[src/rtl/uart_debug_snap.sv]
// uart_debug_snap: walks the UART debug mux through two words on a
// software or periodic trigger and queues 64-bit snapshots in a FIFO.
//
// Ports:
//   wb_clk_i, wb_rst_i   clock, synchronous active-low reset
//   start_i              one-shot snapshot request (level, per cycle)
//   per_en_i, period_i   periodic trigger enable and interval (0 = off)
//   dbg_adr_o, dbg_dat_i debug mux address out, combinational data in
//   busy_o               sequencer not idle
//   snap_valid_o/data_o  FIFO head, {word1, word0}
//   snap_ready_i         consumer pops head when valid
//   snap_count_o         FIFO occupancy 0..DEPTH
//   drop_cnt_o           saturating count of snapshots lost to a full FIFO

module uart_debug_snap #(
    parameter int unsigned DEPTH = 4,
    parameter int unsigned DW    = 3,
    parameter logic [4:0]  ADR0  = 5'h08,
    parameter logic [4:0]  ADR1  = 5'h0C
) (
    input  logic          wb_clk_i,
    input  logic          wb_rst_i,
    input  logic          start_i,
    input  logic          per_en_i,
    input  logic [15:0]   period_i,
    output logic [4:0]    dbg_adr_o,
    input  logic [31:0]   dbg_dat_i,
    output logic          busy_o,
    output logic          snap_valid_o,
    output logic [63:0]   snap_data_o,
    input  logic          snap_ready_i,
    output logic [DW-1:0] snap_count_o,
    output logic [7:0]    drop_cnt_o
);

    localparam int unsigned AW = $clog2(DEPTH);

    typedef enum logic [1:0] {
        S_IDLE,
        S_RD0,
        S_RD1,
        S_PUSH
    } state_t;

    state_t        state_q, state_d;
    logic [4:0]    adr_q, adr_d;
    logic          pend_q, pend_d;
    logic [31:0]   w0_q, w0_d;
    logic [31:0]   w1_q, w1_d;
    logic [15:0]   timer_q, timer_d;
    logic [7:0]    drop_q, drop_d;
    logic [AW:0]   wptr_q, wptr_d;
    logic [AW:0]   rptr_q, rptr_d;
    logic [63:0]   mem_q [DEPTH];

    logic timer_run;
    logic timer_fire;
    logic trig;
    logic full;
    logic pop;
    logic push;

    assign snap_valid_o = (wptr_q != rptr_q);
    assign snap_data_o  = mem_q[rptr_q[AW-1:0]];
    assign snap_count_o = DW'(wptr_q - rptr_q);
    assign dbg_adr_o    = adr_q;
    assign busy_o       = (state_q != S_IDLE);
    assign drop_cnt_o   = drop_q;

    // Same low bits, different wrap bit: the writer is one lap ahead.
    assign full = (wptr_q[AW-1:0] == rptr_q[AW-1:0]) &&
                  (wptr_q[AW] != rptr_q[AW]);
    assign pop  = snap_valid_o && snap_ready_i;

    // A shrunk period leaves count >= period-1, so it fires at once.
    assign timer_run  = per_en_i && (period_i != 16'd0);
    assign timer_fire = timer_run && (timer_q >= period_i - 16'd1);
    assign trig       = start_i || timer_fire;

    always_comb begin
        timer_d = (!timer_run || timer_fire) ? 16'd0 : timer_q + 16'd1;
        state_d = state_q;
        adr_d   = adr_q;
        pend_d  = pend_q;
        w0_d    = w0_q;
        w1_d    = w1_q;
        drop_d  = drop_q;
        push    = 1'b0;
        unique case (state_q)
            S_IDLE: begin
                if (trig || pend_q) begin
                    state_d = S_RD0;
                    adr_d   = ADR0;
                    // Pending request is consumed; a fresh one re-arms it.
                    pend_d  = pend_q && trig;
                end
            end
            S_RD0: begin
                if (trig) pend_d = 1'b1;
                w0_d    = dbg_dat_i;
                adr_d   = ADR1;
                state_d = S_RD1;
            end
            S_RD1: begin
                if (trig) pend_d = 1'b1;
                w1_d    = dbg_dat_i;
                adr_d   = 5'h00;
                state_d = S_PUSH;
            end
            S_PUSH: begin
                if (trig) pend_d = 1'b1;
                if (!full || pop) begin
                    push = 1'b1;
                end else if (drop_q != 8'hFF) begin
                    drop_d = drop_q + 8'd1;
                end
                state_d = S_IDLE;
            end
        endcase
        wptr_d = wptr_q + {{AW{1'b0}}, push};
        rptr_d = rptr_q + {{AW{1'b0}}, pop};
    end

    always_ff @(posedge wb_clk_i) begin
        if (!wb_rst_i) begin
            state_q <= S_IDLE;
            adr_q   <= 5'h00;
            pend_q  <= 1'b0;
            w0_q    <= 32'h0;
            w1_q    <= 32'h0;
            timer_q <= 16'h0;
            drop_q  <= 8'h0;
            wptr_q  <= '0;
            rptr_q  <= '0;
            for (int i = 0; i < int'(DEPTH); i++) begin
                mem_q[i] <= 64'h0;
            end
        end else begin
            state_q <= state_d;
            adr_q   <= adr_d;
            pend_q  <= pend_d;
            w0_q    <= w0_d;
            w1_q    <= w1_d;
            timer_q <= timer_d;
            drop_q  <= drop_d;
            wptr_q  <= wptr_d;
            rptr_q  <= rptr_d;
            if (push) begin
                mem_q[wptr_q[AW-1:0]] <= {w1_q, w0_q};
            end
        end
    end

endmodule

[config.mk]
export PLATFORM = sky130hd
export DESIGN_NAME = uart_debug_snap
export DESIGN_NICKNAME = d
export VERILOG_FILES = /design/src/rtl/uart_debug_snap.sv
export SDC_FILE = /design/constraint.sdc
export NUM_CORES = 1
export LEC_CHECK = 0
export BUFFER_PORTS_ARGS = -buffer_cell sky130_fd_sc_hd__buf_2
export CAP_MARGIN = 15
export CELL_PAD_IN_SITES_DETAIL_PLACEMENT = 0
export CELL_PAD_IN_SITES_GLOBAL_PLACEMENT = 2
export CORE_ASPECT_RATIO = 0.5
export CORE_MARGIN = 10
export CORE_UTILIZATION = 42
export DETAILED_ROUTE_END_ITERATION = 10
export GPL_TIMING_DRIVEN = 1
export PLACE_DENSITY = 0.9
export SLEW_MARGIN = 20
export SYNTH_ARGS = -nofsm -noshare
export SYNTH_HDL_FRONTEND = slang
export SYNTH_SLANG_ARGS = --single-unit
[constraint.sdc]
create_clock -name wb_clk_i -period 5.3 [get_ports wb_clk_i]
set_clock_uncertainty 0.1 [all_clocks]
set_input_delay 0.53 -clock wb_clk_i [delete_from_list [all_inputs] [get_ports wb_clk_i]]
set_output_delay 0.53 -clock wb_clk_i [all_outputs]
set_load 0.02 [all_outputs]
### Word-level counts from Yosys, hierarchy flattened

Memories as Yosys holds them, arrays and structs flattened. A register that Yosys moved wholly into a read port is not among the register bits.
Cells that the tools add are included.

| word-level totals | value |
|---|---|
| register bits after elaboration | 102 |
| memory bits (writable) | 256 |
| bits of input ports | 53 |
| output and inout bits | 82 |
| word-level logic and storage cells | 66 |
| memories kept | 1 |

| cells by class | value |
|---|---|
| add/sub/neg operators | 6 |
| magnitude comparators | 1 |
| equality and inequality tests | 9 |
| multiplexer cells | 17 |
| bitwise operators | 2 |
| reductions and logical operators | 21 |

Memories:

| memory | depth | bits a word | read ports | clocked after Yosys merged registers in | wr ports | RTL line | source |
|---|---|---|---|---|---|---|---|
| mem_q | 4 | 64 | 1 | 1 | 4 | 54 | `logic [63:0] mem_q [DEPTH];` |

Operators with widths:

| cell | count |
|---|---|
| 64-bit 2-to-1 mux | 1 |
| 64-bit OR reduction | 1 |
| 16-bit by 1-bit adder with 16-bit output (second input constant) | 1 |
| 16-bit >= comparator | 1 |
| 16-bit nonzero test | 1 |
| 16-bit by 1-bit subtractor with 16-bit output (second input constant) | 1 |
| 5-bit case mux with 3 select lines | 1 |
| 1-bit 2-to-1 mux | 9 |
| 8-bit by 1-bit adder with 8-bit output (second input constant) | 1 |
| 8-bit inequality test (second input constant) | 1 |
| 2-bit case mux with 4 select lines | 1 |
| 3-bit by 1-bit adder with 3-bit output | 2 |
| 2-bit 2-to-1 mux | 3 |
| 1-bit logical AND | 5 |
| 5-bit 2-to-1 mux | 1 |
| 2-bit == test (second input constant) | 2 |
| 1-bit logical OR | 4 |
| 2-bit AND reduction | 2 |
| 3-bit inequality test | 1 |
| 3-bit AND reduction | 1 |
| 3-bit nonzero test | 1 |
| 3-bit OR reduction | 1 |
| 3-bit subtractor | 1 |
| 2-bit by 1-bit == test with 1-bit output (second input constant) | 1 |
| 10 further kinds | 12 |

### Logic depth before layout (Yosys ltp)

| depth | value |
|---|---|
| depth in word-level cells | 11 |
| depth in mapped cells | 13 |
| gate-level depth less buffers | 13 |

### Worst setup path before layout

No wires, ideal clock.

| timing | value |
|---|---|
| path type | register to register |
| from | reg rptr_q[1] |
| to | mem mem_q[2][0], enable pin |
| library setup time | 0.433 ns |
| arrival time | 3.750 ns |
| required time | 4.767 ns |
| slack | 1.018 ns |
| cell stages (with the launch flop) | 12 |
| buffers on the path | 3 |
| clock period less this slack | 4.282 ns |
| cell sequence | dfxtp_1 -> clkbuf_1 -> clkbuf_1 -> inv_1 -> ha_1 -> nand2_1 -> nor3_1 -> nor2b_1 -> and2_1 -> and3_1 -> buf_2 -> nand2b_1 |

RTL lines:

| element | RTL line | source |
|---|---|---|
| start, declared | 53 | `logic [AW:0] rptr_q, rptr_d;` |
| start signal, assigned | 147 | `rptr_q <= rptr_d;` |
| end, declared | 54 |  |

==> impl_metrics.env <==
export IMPL_first_pass_iters=5
export IMPL_post_cts_resized=0
export IMPL_clk_pin_slew_ps=70
export IMPL_clock_sinks=355
export IMPL_rsz0062_at_grt="false"
export IMPL_crit_type="flip-flop to primary output"
export IMPL_finalCritPeriodShare=0.700
export IMPL_cap_violations=0
export IMPL_wl_per_cell_microns=20.8
export IMPL_crit_slowest_cell="buf_4"
export IMPL_hp_class="primary input to flip-flop"
export IMPL_startpoint="rptr_q[0]"
export IMPL_synth_seq_area_share=0.621
export IMPL_grt_max_degree=71
export IMPL_path_depth=4
export IMPL_crit_path_end_kind="primary output"
export IMPL_netlist_area_sq_mm=0.0156
export IMPL_die_x_microns=292
export IMPL_critical_path_top_delay_family="buffers and inverters"
export IMPL_arrival_ps=3080
export IMPL_fillerInstances=3109
export IMPL_p_leak_nw=6.93
export IMPL_tightest_slew_ps=1100
export IMPL_die_area_sq_mm=0.0456
export IMPL_critPathCapture="snap_data_o[57]"
export IMPL_num_vias=8967
export IMPL_row_count=49
export IMPL_rr_startpoint="wptr_q[0]"
export IMPL_grt_overflow=0
export IMPL_clock_fmax_ghz=0.270
export IMPL_drcViolationCount=0
export IMPL_cts_buffers=31
export IMPL_cp_cell_sequence="buf_4 > buf_4 > mux4_2 > buf_2"
export IMPL_required_ps=4670
export IMPL_chipHeight_microns=156
export IMPL_r2r_slack_ps=1980
export IMPL_synth_top_cell_area_share=0.494
export IMPL_post_cts_buffers=0
export IMPL_seq_area_sq_mm=0.00968
export IMPL_mostFrequentLayoutCell="edfxtp_1"
export IMPL_path_buf_inv=3
export IMPL_antenna_cells=0
export IMPL_drt_total_wl_microns=35900
export IMPL_clockBufferDepth=3
export IMPL_drive_gt1_frac=0.225
export IMPL_reg2reg_to="mem_q[3][18]"
export IMPL_initial_core_util=0.429
export IMPL_synth_top_area_cell="edfxtp_1"
export IMPL_peakVddDrop_mv=0.255
export IMPL_drv_slew=0
export IMPL_fin_crit_ps=3710
export IMPL_io_pins=135
export IMPL_r2r_cells=8
export IMPL_start_kind="flip-flop"
export IMPL_syn_area_per_cell_sq_um=14.0
export IMPL_path_max_fanout=33
export IMPL_ys_warn_count=0
export IMPL_grt_pass1_vias=9528
export IMPL_mostFrequentLayoutCells="256 x edfxtp_1, 198 x and2_1, 131 x buf_2"
export IMPL_cts_root_buffer_cell="clkbuf_16"
export IMPL_cts_htree_levels=1
export IMPL_cpMostUsedCell="buf_4"
export IMPL_critPathMaxStageDelay_ps=700
export IMPL_post_place_ws_ps=1440
export IMPL_status="complete, no violations"
export IMPL_instances_no_fill=1730
export IMPL_fin_ws_ps=1590
export IMPL_coreArea_sq_mm=0.0362
export IMPL_antenna_found_initial=0
export IMPL_dp_cells=1672
export IMPL_grt_pass1_wl_microns=56200
export IMPL_synthToLayoutAreaGrowth_pct=14.1
export IMPL_ys_types=48
export IMPL_viasPerCell=5.18
export IMPL_layout_nets=1307
export IMPL_drt_iter0_markers=573
export IMPL_final_hold_viol_count=0
export IMPL_ys_seq_elements=355
export IMPL_clk_latency_ps=580
export IMPL_portBuffers=131
export IMPL_tns_ps=0
export IMPL_place_congestion=0.802
export IMPL_cellPowerDensity_mw_per_mm2=396
export IMPL_multi_input_area_sq_mm=0.00556
export IMPL_antenna_left=0
export IMPL_tritoncts="yes"
export IMPL_synth_cells=1113
export IMPL_place_hpwl_microns=20800
export IMPL_finalSetupViolations=0
export IMPL_slew_headroom=0.267
export IMPL_synth_area_top_cells="edfxtp_1 49%, dfxtp_1 13%, mux4_2 9.3%"
export IMPL_cts_hold_buf=0
export IMPL_track_usage=0.157
## tightest hold or removal path, delay by kind of cell
kind,cells,cell delay (ps)
muxes,1,60
and+or+nand+nor,1,70
buffers and inverters,1,100
## area by class of cell
cell class                      count  area share
Multi-Input combinational cell    672       0.313
Clock buffer                       37      0.0455
Clock inverter                     21      0.0151
Timing Repair Buffer              145      0.0436
Inverter                           16     0.00345
Sequential cell                   355       0.545
Tap cell                          484      0.0341
## registers in the layout, indices dropped and copies added (netlist names), 3 cells and up
name and flops:
timer_q 16, wptr_q 3, rptr_q 3, w0_q 32, mem_q 256, w1_q 32
drop_cnt_o 8
## stage by stage
stage / util / area [sq um] / hold WS [ps] / total power, mW
finish: 0.490 / 17800 / 112 / 7.03
floorplan: - / 15600 / 337 / 4.28
global placement: 0.460 / 16700 / 374 / 4.70
CTS: 0.490 / 17800 / 92.8 / 7.11
detailed placement: 0.460 / 16700 / 381 / 4.73
global route: 0.490 / 17800 / 108 / 7.33
## where the power goes
| group | switching [mW] | internal (mW) |
|---|---|---|
| Combinational | 0.784 | 0.516 |
| Clock | 1.01 | 1.38 |
| Sequential | 0.146 | 3.19 |
## synth_stat cells (all sizes together)
| cell type | number |
|---|---|
| edfxtp | 256 |
| or3b | 1 |
| or3 | 2 |
| o211a | 1 |
| dfxtp | 99 |
| xnor2 | 18 |
| ha | 32 |
| nand2b | 4 |
| a2111o | 1 |
| o21ai | 6 |
| a21bo | 1 |
| nand3 | 12 |
| nor2b | 1 |
| clkbuf | 33 |
| inv | 16 |
| mux4 | 64 |
| nand3b | 3 |
| and3 | 72 |
| nor4 | 3 |
| xor2 | 20 |
| or2b | 1 |
| nor3 | 8 |
| a32oi | 1 |
| a21oi | 8 |
| or4 | 2 |
| nand2 | 23 |
| and2 | 198 |
| or2 | 1 |
| o311a | 1 |
| nor2 | 106 |
| a21boi | 2 |
| conb | 1 |
| buf | 39 |
| a211oi | 2 |
| fa | 1 |
| nand4 | 7 |
| mux2i | 67 |
## layer usage
metal,up-vias,GRT usage,share of wire
met2,197,0.289,0.53
met3,45,0.0229,0.042
met4,0,0.0369,0.019
met1,4498,0.191,0.41
met5,-,0,0
li1,4227,-,-
## worst min-delay path by stage
stage,from,to,slack [ps],depth (start not counted)
2_1_floorplan,timer_q[0],timer_q[0],340,1
6_report,dbg_dat_i[7],w1_q[7],110,3
4_1_cts,dbg_dat_i[7],w1_q[7],90,3
5_1_grt,dbg_dat_i[9],w0_q[9],110,3
3_5_place_dp,timer_q[0],timer_q[0],380,1
3_3_place_gp,timer_q[0],timer_q[0],370,1
## logic make-up after synthesis
group	after synthesis	share of synthesized area
other	1	0.000241
xor gates and xnor gates	38	0.0214
AOI/OAI and AO/OA	23	0.0105
muxes	131	0.136
adders and majority gates	33	0.0270
buffers and inverters	88	0.0248
and+or+nand+nor	444	0.159
DFF	355	0.621
Note: power is estimated with default switching activity, not from simulation.
